**config.mk**
```make
export PLATFORM = sky130hd
export DESIGN_NAME = regfile_sb
export DESIGN_NICKNAME = d
export VERILOG_FILES = /design/src/rtl/regfile_sb.sv
export SDC_FILE = /design/constraint.sdc
export NUM_CORES = 1
export LEC_CHECK = 0
export ABC_CLOCK_PERIOD_IN_PS = 4000
export BUFFER_PORTS_ARGS = -buffer_cell sky130_fd_sc_hd__buf_2
export CORE_MARGIN = 2
export CORE_UTILIZATION = 30
export DETAILED_ROUTE_END_ITERATION = 7
export SYNTH_ARGS = -nofsm -noshare
export SYNTH_HDL_FRONTEND = slang
export SYNTH_SLANG_ARGS = --single-unit
```
**constraint.sdc**
```tcl
create_clock -name clk -period 4 [get_ports clk]
set_clock_uncertainty 0.15 [all_clocks]
set_input_delay 0.4 -clock clk [delete_from_list [all_inputs] [get_ports clk]]
set_output_delay 0.4 -clock clk [all_outputs]
set_load 0.1 [all_outputs]
```
**src/rtl/regfile_sb.sv**
```systemverilog
// Two-read / one-write register file with same-cycle write bypass and a
// busy-bit scoreboard that tracks registers with a writer still in flight.
module regfile_sb #(
    parameter int WIDTH    = 16,
    parameter int DEPTH    = 16,
    parameter int AW       = $clog2(DEPTH),
    parameter int ZERO_REG = 1
) (
    input  logic             clk,
    input  logic             rst,
    input  logic             WriteReg,
    input  logic [AW-1:0]    WriteAddr,
    input  logic [WIDTH-1:0] WriteData,
    input  logic             Reserve,
    input  logic [AW-1:0]    ResAddr,
    input  logic [AW-1:0]    SrcAddr1,
    input  logic [AW-1:0]    SrcAddr2,
    output logic [WIDTH-1:0] SrcData1,
    output logic [WIDTH-1:0] SrcData2,
    output logic             SrcRdy1,
    output logic             SrcRdy2,
    output logic             ResConflict
);

    logic [WIDTH-1:0] regs_q [DEPTH];
    logic [DEPTH-1:0] busy_q;
    logic [DEPTH-1:0] busy_d;
    logic [DEPTH-1:0] wr_dec;
    logic [DEPTH-1:0] res_dec;

    logic             wr_en;
    logic             res_en;
    logic [AW-1:0]    src_addr [2];
    logic [WIDTH-1:0] src_data [2];
    logic             src_rdy  [2];

    // Reset masks both request strobes so nothing in flight survives it.
    assign wr_en  = WriteReg && !rst;
    assign res_en = Reserve && !rst;

    genvar gi;
    generate
        for (gi = 0; gi < DEPTH; gi++) begin : g_reg
            localparam bit WRITABLE = (ZERO_REG == 0) || (gi != 0);

            assign wr_dec[gi]  = WRITABLE && wr_en  && (WriteAddr == AW'(gi));
            assign res_dec[gi] = WRITABLE && res_en && (ResAddr   == AW'(gi));

            always_ff @(posedge clk) begin
                if (rst) begin
                    regs_q[gi] <= '0;
                end else if (wr_dec[gi]) begin
                    regs_q[gi] <= WriteData;
                end
            end
        end
    endgenerate

    // A reservation issued as the older writer retires wins: the reg stays busy.
    always_comb begin
        busy_d = (busy_q & ~wr_dec) | res_dec;
    end

    always_ff @(posedge clk) begin
        if (rst) begin
            busy_q <= '0;
        end else begin
            busy_q <= busy_d;
        end
    end

    assign src_addr[0] = SrcAddr1;
    assign src_addr[1] = SrcAddr2;

    generate
        for (gi = 0; gi < 2; gi++) begin : g_rd
            always_comb begin
                src_data[gi] = regs_q[src_addr[gi]];
                src_rdy[gi]  = !busy_q[src_addr[gi]];
                if (wr_en && (WriteAddr == src_addr[gi])) begin
                    src_data[gi] = WriteData;
                    src_rdy[gi]  = 1'b1;
                end
                if ((ZERO_REG != 0) && (src_addr[gi] == '0)) begin
                    src_data[gi] = '0;
                    src_rdy[gi]  = 1'b1;
                end
            end
        end
    endgenerate

    assign SrcData1 = src_data[0];
    assign SrcData2 = src_data[1];
    assign SrcRdy1  = src_rdy[0];
    assign SrcRdy2  = src_rdy[1];

    always_comb begin
        ResConflict = res_en && busy_q[ResAddr] && !(wr_en && (WriteAddr == ResAddr));
        if ((ZERO_REG != 0) && (ResAddr == '0)) begin
            ResConflict = 1'b0;
        end
    end

endmodule

```
==> results of run 1 <==
[final cells by class]
cell class                      instances  area, um^2  area share
Sequential cell                       255        7510       0.442
Clock buffer                           29         704      0.0415
Timing Repair Buffer                  110        1200      0.0709
Clock inverter                         23         289      0.0170
Tap cell                              615         769      0.0453
Inverter                               15        56.3     0.00332
Multi-Input combinational cell        769        6450       0.380
[kinds of logic (layout without fill, tap and decap cells)]
group                     Yosys count  after routing
and+or+nand+nor                   418            418
xor gates and xnor gates           12             12
AOI/OAI and AO/OA                 150            150
buffers and inverters             119            177
muxes                             189            189
DFF                               255            255
[registers in the layout (all words and copies together) (netlist names)]
| name | count |
|---|---|
| busy_q | 15 |
| regs_q | 240 |
[power breakdown]
group          switching, uW  total (uW)  internal, uW
sequential              81.5        3150          3070
clock                   1120        2790          1670
combinational            878        1380           504
total                   2080        7320          5240
[how the worst max path moves through the flow]
stage | cells after the start | endpoint | from | slack, ns
finish | 8 | SrcData1[1] | SrcAddr1[0] | 0.74
global route | 8 | SrcData1[3] | SrcAddr1[0] | 0.57
CTS | 8 | SrcData1[1] | SrcAddr1[0] | 0.72
detailed placement | 8 | SrcData1[1] | SrcAddr1[0] | 0.73
global placement | 8 | SrcData1[1] | SrcAddr1[0] | 0.73
floorplan | 6 | SrcRdy2 | SrcAddr2[0] | 0.62
[through the flow]
| stage | instances | total power [uW] | worst slack, ns | hold slack (ns) | utilization |
|---|---|---|---|---|---|
| after floorplan | 1143 | 4070 | 0.617 | 0.301 | - |
| after global placement | 1764 | 4570 | 0.729 | 0.322 | 0.336 |
| after detailed placement | 1764 | 4580 | 0.732 | 0.344 | 0.336 |
| after CTS | 1816 | 7350 | 0.720 | 0.0225 | 0.356 |
| after global routing | 1816 | 7520 | 0.571 | 0.0446 | 0.356 |
| final | 1816 | 7320 | 0.739 | 0.0382 | 0.356 |
[cells in the final DEF, fill, tap and decap left out, types with 24 or more instances in the layout]
cell,instances
and2_1,241
buf_12,37
buf_2,34
buf_4,39
clkbuf_16,28
edfxtp_1,240
mux2_2,34
mux2i_1,79
mux4_2,74
nand2_1,51
nor2_1,44
o21ai_0,24
[layer usage]
layer	up-vias	GRT usage	share of wire
li1	4358	-	-
met1	4916	0.224	0.41
met2	382	0.299	0.49
met3	85	0.0203	0.059
met4	2	0.0611	0.031
met5	-	0	0.00021
==> out/metrics.yaml, run 1 <==
finish:
  synthToLayoutAreaGrowth_pct: 17.4
  finalInstanceArea_mm2: 0.0170
  drive_gt1_frac: 0.241
  nNetsFinal: 1215
  diodes: 0
  fill_cells: 4566
logic_synthesis:
  synth-simple-area-share: 0.164
  synth.most_common_cell: "and2_1"
  synth_top_cells_by_area: "edfxtp_1 50%, mux4_2 12%, and2_1 10%"
  yosysWarnings: 0
  yosysSeqAreaShare: 0.519
  synthMuxAreaShare: 0.200
  ys.flop_type: "edfxtp_1"
  postSynth.asyncResetShare: 0
  syn_inst: 1143
  synth_top_area_share: 0.498
  synthAdderAreaFrac: 0
  syn_area_per_cell_um2: 12.7
  synth_nets: 1179
  synth_xor_area_frac: 0.00727
  ys_types: 41
  ys_top_cells_by_count: "241 x and2_1, 240 x edfxtp_1, 79 x mux2i_1"
  synth_enable_flop_cells: 240
  synth_top_area_cell: "edfxtp_1"
  syn_area_mm2: 0.0145
  synth-compound-area-share: 0.0728
  synth-seq-cells: 255
  synth_top_family_by_area: "multiplexers"
timing:
  final.period_utilization: 0.815
  slew_violations: 0
  max_freq_ghz: 0.307
  worstMarginPinSlew_ns: 0.909
  fin_crit_ns: 3.26
  final.setup.tns_ns: 0
  relSlewSlack: 0.393
  rsz0062_at_grt: "no"
  setup_viol_count_final: 0
  hold_viol: 0
cts:
  clkSlewWorstSetupHoldPaths_ns: 0.06
  cts_num_sinks: 255
  cts_root_buf: "clkbuf_16"
  cts_buffer_depth: 3
  cts_max_level: 1
  cts_hold_buf: 0
  clkLatencyLatePin_ns: 0.55
  cts_buffers: 28
  cts_tree: "done"
  cts_setup_buffers: 0
  cts-resized-gates: 0
placed_design:
  gp_congestion: 0.828
  hpwl_mm: 28.7
  io_buffers: 70
  place_area_mm2: 0.0160
detailed_routing:
  dr.pass1.iters: 5
  drt_iter0_drc: 956
  routed_wl_mm: 43.3
  vias_per_cell: 5.37
  avgRoutedWirePerCell_um: 23.9
  ant_nets: 0
  vias: 9743
  drc: 0
power:
  vdd_ir_drop_max_mv: 0.266
  power.leakage_uw: 0.00598
  p_per_area_mw_per_mm2: 431
hold_path:
  hold_class: "primary input to flop"
  min_path_cells: 2
  min-delay-start: "ResAddr[3]"
  hold_end: "busy_q[7]"
global_routing:
  grt_pass1_vias: 9993
  antenna_found_initial: 1
  grt_pass1_wl_mm: 64.8
  globalRoute.totalOverflow: 0
  grt_max_degree: 41
  grt_use_total: 0.173
setup_path:
  path_max_fanout: 20
  cp_slowest_stage_delay_ns: 0.55
  critPathRequiredTime_ns: 3.45
  cp-start-kind: "primary input"
  cp-end-kind: "output pin"
  r2r_end: "busy_q[11]"
  reg2reg_depth: 2
  crit_type: "primary input to output pin"
  slowest_stage: "buf_2"
  ff2ff_setup_slack_ns: 3.18
  critPathTopFamily: "buffers and inverters"
  critical_path_buf_inv_count: 3
  r2r-start: "busy_q[11]"
  crit_chain: "buf_2 > buf_4 > mux4_2 > nor2b_1 > nor3_1 > a31oi_1 > o2bb2ai_1 > buf_12"
  arrival_ns: 2.71
run_status:
  run_status: "finished clean"
die:
  dieArea_mm2: 0.0500
  die_h_um: 224
  io_pins: 71
  core-area_mm2: 0.0476
  start_util: 0.304
  row_count: 80
  die_width_um: 224
run:
  maxCapViolations: 0
Note: power is estimated with default switching activity, not from simulation.
==> run 2, diff against run 1 <==
- ABC_CLOCK_PERIOD_IN_PS: 4000 -> 2700
- clock period: 4 -> 2.7 ns (I/O delays scaled with it)
==> out/metrics.yaml, run 2 (synthesized netlist as in run 1, its figures left out) <==
placed_design:
  gp_congestion: 0.886
  dpl.cell_count: 1819
  io_buffers: 70
  dp_slack_ns: 0.0120
  hpwl_mm: 31.3
power:
  power_frac_comb: 0.214
  clockPowerShare: 0.350
  pwr-share-seq: 0.435
  power.leakage_uw: 0.00642
  p_sw_uw: 3140
  p_int_uw: 7560
  p_per_area_mw_per_mm2: 596
  swShare: 0.293
  vdd_ir_drop_max_mv: 0.389
die:
  core-area_mm2: 0.0476
  start_util: 0.304
  io_pins: 71
  dieArea_mm2: 0.0500
  die_h_um: 224
  die_width_um: 224
  row_count: 80
cts:
  cts_tree: "done"
  clkSlewWorstSetupHoldPaths_ns: 0.06
  clkLatencyLatePin_ns: 0.54
  cts_buffers: 27
  cts_root_buf: "clkbuf_16"
  cts_num_sinks: 255
  cts_buffer_depth: 3
  cts_max_level: 1
global_routing:
  grtUsageMet3: 0.0258
  use_met2: 0.326
  grt_pass1_wl_mm: 68.6
  globalRoute.totalOverflow: 0
  grt.busiest_layer: "met2"
  use_met1: 0.230
  antenna_found_initial: 1
  grt_pass1_vias: 10600
  grt_max_degree: 41
  grt_use_total: 0.184
setup_path:
  crit_type: "flop to output pin"
  path_max_fanout: 2
  cp-start-kind: "flop"
  arrival_ns: 2.30
  crit_chain: "mux4_2 > mux2i_2 > nand2_1 > a32o_2 > buf_12"
  critPathRequiredTime_ns: 2.28
  slowest_stage: "mux4_2"
  cp-end-kind: "output pin"
  cp_slowest_stage_delay_ns: 0.50
run:
  maxCapViolations: 0
finish:
  largest_register_ff_count: 240
  drive_gt1_frac: 0.319
  final_common_cell: "and2_1"
  regMostFlops: "regs_q"
  nNetsFinal: 1278
  stdcell_count: 1879
  largest_registers: "regs_q (240), busy_q (15)"
  ff_latch_area_mm2: 0.00751
  layout_common_cells: "241 x and2_1, 240 x edfxtp_1, 81 x buf_4"
  multi_input_comb_area_mm2: 0.00679
  fill_cells: 4506
  synthToLayoutAreaGrowth_pct: 24.1
timing:
  max_freq_ghz: 0.368
  holdWs_ns: 0.0748
  fin_crit_ns: 2.72
  slew_violations: 0
  relSlewSlack: 0.462
  worstMarginPinSlew_ns: 0.807
  final.period_utilization: 1.01
  hold_viol: 0
  rsz0062_at_grt: "yes"
  setup_viol_count_final: 3
  setup_slack_ns: -0.0197
  final.setup.tns_ns: -0.0462
detailed_routing:
  ant_nets: 0
  vias_per_cell: 5.39
  avgRoutedWirePerCell_um: 24.6
  routed_wl_mm: 46.2
  drt_iter0_drc: 867
  dr.pass1.iters: 5
  drc: 0
  vias: 10100
run_status:
  violations: "setup timing"
  run_status: "finished with violations"
hold_path:
  hold_class: "primary input to flop"
[run 2: final cells by class]
cell class                      count  area share
Sequential cell                   255       0.418
Multi-Input combinational cell    769       0.379
Timing Repair Buffer              174       0.108
Tap cell                          615      0.0429
Clock buffer                       30      0.0383
Clock inverter                     20      0.0105
Inverter                           15     0.00314
Antenna cell                        1    0.000139
[run 2: final timing paths]
kind | to | cells after the start | start | slack (ns)
worst max-delay path | SrcData2[2] | 5 | regs_q[15][2] | -0.02
worst min-delay path | busy_q[13] | 3 | ResAddr[0] | 0.07
worst min register to register | busy_q[5] | 2 | busy_q[5] | 0.35
worst max register to register | busy_q[11] | 3 | busy_q[11] | 1.34
[run 2: what timing repair did]
item,4_1_cts,5_1_grt
pin swaps,4,12
endpoints found under the setup margin,14,26
gates resized for setup,24,51
hold endpoints to repair,4,0
setup buffers,0,8
hold buffers,5,0
[run 2: metal layers]
layer / vias to the layer above / part of all wire
met2: 383 / 0.51
met5: - / 0.00026
met3: 97 / 0.059
met4: 2 / 0.030
met1: 5162 / 0.40
li1: 4488 / -
[run 2: critical path: cells and delay by family, from the launching register on]
| kind | cells | cell delay (ns) |
|---|---|---|
| compound gates | 1 | 0.33 |
| mux | 2 | 0.70 |
| flops | 1 | 0.42 |
| buf+inv | 1 | 0.17 |
| simple gates | 1 | 0.13 |
[run 2: metrics by stage]
stage,power (uW),instance area (um^2),utilization
after floorplan,6030,14500,-
after global placement,6910,16600,0.349
after detailed placement,6930,16600,0.349
after CTS,10700,17700,0.371
after global routing,11000,17900,0.376
final,10700,17900,0.377
[run 2: power by group through the flow]
stage	Clock [uW]	Combinational [uW]	Sequential (uW)
2_1_floorplan	0	1350	4690
3_3_place_gp	0	2180	4720
3_5_place_dp	0	2200	4730
4_1_cts	3790	2230	4650
5_1_grt	3940	2380	4680
6_report	3750	2290	4660
==> run 3, diff against run 2 <==
- CORE_ASPECT_RATIO: unset -> 1.1
- SLEW_MARGIN: unset -> 15
==> out/metrics.yaml, run 3 (synthesized netlist as in run 1, its figures left out) <==
run_status:
  run_status: "finished with violations"
  violations: "setup timing"
setup_path:
  cp-end-kind: "output pin"
  critical_path_buf_inv_count: 1
  crit_start: "regs_q[15][4]"
  ff2ff_setup_slack_ns: 1.36
  crit_type: "flop to output pin"
  cp-start-kind: "flop"
  crit_chain: "mux4_2 > mux2i_2 > nand2_2 > a32o_2 > buf_12"
  path_max_fanout: 2
  critPathTopFamily: "multiplexers"
  critPathRequiredTime_ns: 2.28
  cp_slowest_stage_delay_ns: 0.50
  slowest_stage: "mux4_2"
  r2r-start: "busy_q[11]"
  r2r_end: "busy_q[11]"
  arrival_ns: 2.30
  reg2reg_depth: 3
finish:
  largest_registers: "regs_q (240), busy_q (15)"
  nNetsFinal: 1268
  synthToLayoutAreaGrowth_pct: 23.4
  layout_common_cells: "241 x and2_1, 240 x edfxtp_1, 76 x mux4_2"
  diodes: 0
  final_common_cell: "and2_1"
  largest_register_ff_count: 240
  stdcell_count: 1895
  regMostFlops: "regs_q"
  drive_gt1_frac: 0.299
  finalInstanceArea_mm2: 0.0179
placed_design:
  gp_congestion: 0.883
  io_buffers: 70
  place_area_mm2: 0.0167
  hpwl_mm: 31.6
  dpl.cell_count: 1842
  dp_slack_ns: -0.0382
run:
  maxCapViolations: 0
timing:
  final.period_utilization: 1.01
  worstMarginPinSlew_ns: 0.822
  fin_crit_ns: 2.72
  setup_viol_count_final: 3
  hold_viol: 0
  slew_violations: 0
  final.setup.tns_ns: -0.0438
  rsz0062_at_grt: "yes"
  relSlewSlack: 0.447
  max_freq_ghz: 0.368
  setup_slack_ns: -0.0211
power:
  p_int_uw: 7690
  vdd_ir_drop_max_mv: 0.381
  power.leakage_uw: 0.00636
  clockPowerShare: 0.353
  pwr-share-seq: 0.436
  p_per_area_mw_per_mm2: 599
  power_frac_comb: 0.212
  swShare: 0.281
  p_sw_uw: 3010
  design_power_total_uw: 10700
die:
  die_h_um: 234
  io_pins: 71
  dieArea_mm2: 0.0500
  start_util: 0.303
  core-area_mm2: 0.0477
  row_count: 84
  die_width_um: 213
global_routing:
  antenna_found_initial: 2
  grt_use_total: 0.188
  grt_max_degree: 34
  grt_pass1_vias: 10600
  globalRoute.totalOverflow: 0
  grt_pass1_wl_mm: 69.5
detailed_routing:
  dr.pass1.iters: 5
  ant_nets: 0
  avgRoutedWirePerCell_um: 24.5
  routed_wl_mm: 46.4
  vias: 10100
  vias_per_cell: 5.33
  drc: 0
  drt_iter0_drc: 940
cts:
  cts_buffers: 25
  cts_buffer_depth: 3
  cts_max_level: 1
  cts_num_sinks: 255
  clkLatencyLatePin_ns: 0.54
  clkSlewWorstSetupHoldPaths_ns: 0.07
  cts_root_buf: "clkbuf_16"
  cts_tree: "done"
hold_path:
  hold_class: "primary input to flop"
  min_path_cells: 2
  hold_end: "busy_q[12]"
  min-delay-start: "ResAddr[0]"
==> run 3: stage by stage <==
stage                     hold slack (ns)  utilization
after floorplan                     0.301            -
after global placement              0.319        0.351
after detailed placement            0.331        0.351
after CTS                          0.0111        0.371
after global routing               0.0633        0.374
final                              0.0429        0.374
==> run 3: power groups by stage <==
stage	sequential [uW]	combinational, uW	clock [uW]
floorplan	4690	1350	0
global placement	4730	2180	0
detailed placement	4740	2200	0
CTS	4660	2230	3830
global route	4680	2360	3950
finish	4660	2260	3770
==> run 3: timing repair <==
action,CTS,global route
gates resized for setup,26,27
setup buffers,0,6
pin swaps,7,5
hold buffers,4,0
setup endpoints to repair,19,27
hold endpoints to repair,5,0
==> run 3: worst max-delay path by stage <==
stage	end	slack [ns]	cells after the start
2_1_floorplan	SrcRdy2	-0.40	6
3_3_place_gp	SrcData2[4]	-0.04	8
3_5_place_dp	SrcData2[4]	-0.04	8
4_1_cts	SrcData1[7]	-0.03	7
5_1_grt	SrcData1[7]	-0.09	7
6_report	SrcData2[4]	-0.02	5
==> run 3: area by class of cell <==
cell class                 count  area (um^2)
fill                        4576        29900
timing repair buffer         166         1980
tap                          645          807
inverter                      15         56.3
sequential                   255         7510
clock inverter                17          226
clock buffer                  28          637
multi-input combinational    769         6630
==> run 3: metal layers <==
layer / vias up / global-route usage / part of all wire
li1: 4461 / - / -
met1: 5117 / 0.230 / 0.40
met2: 412 / 0.336 / 0.51
met3: 104 / 0.0205 / 0.054
met4: 4 / 0.0755 / 0.034
met5: - / 0 / 0.00050
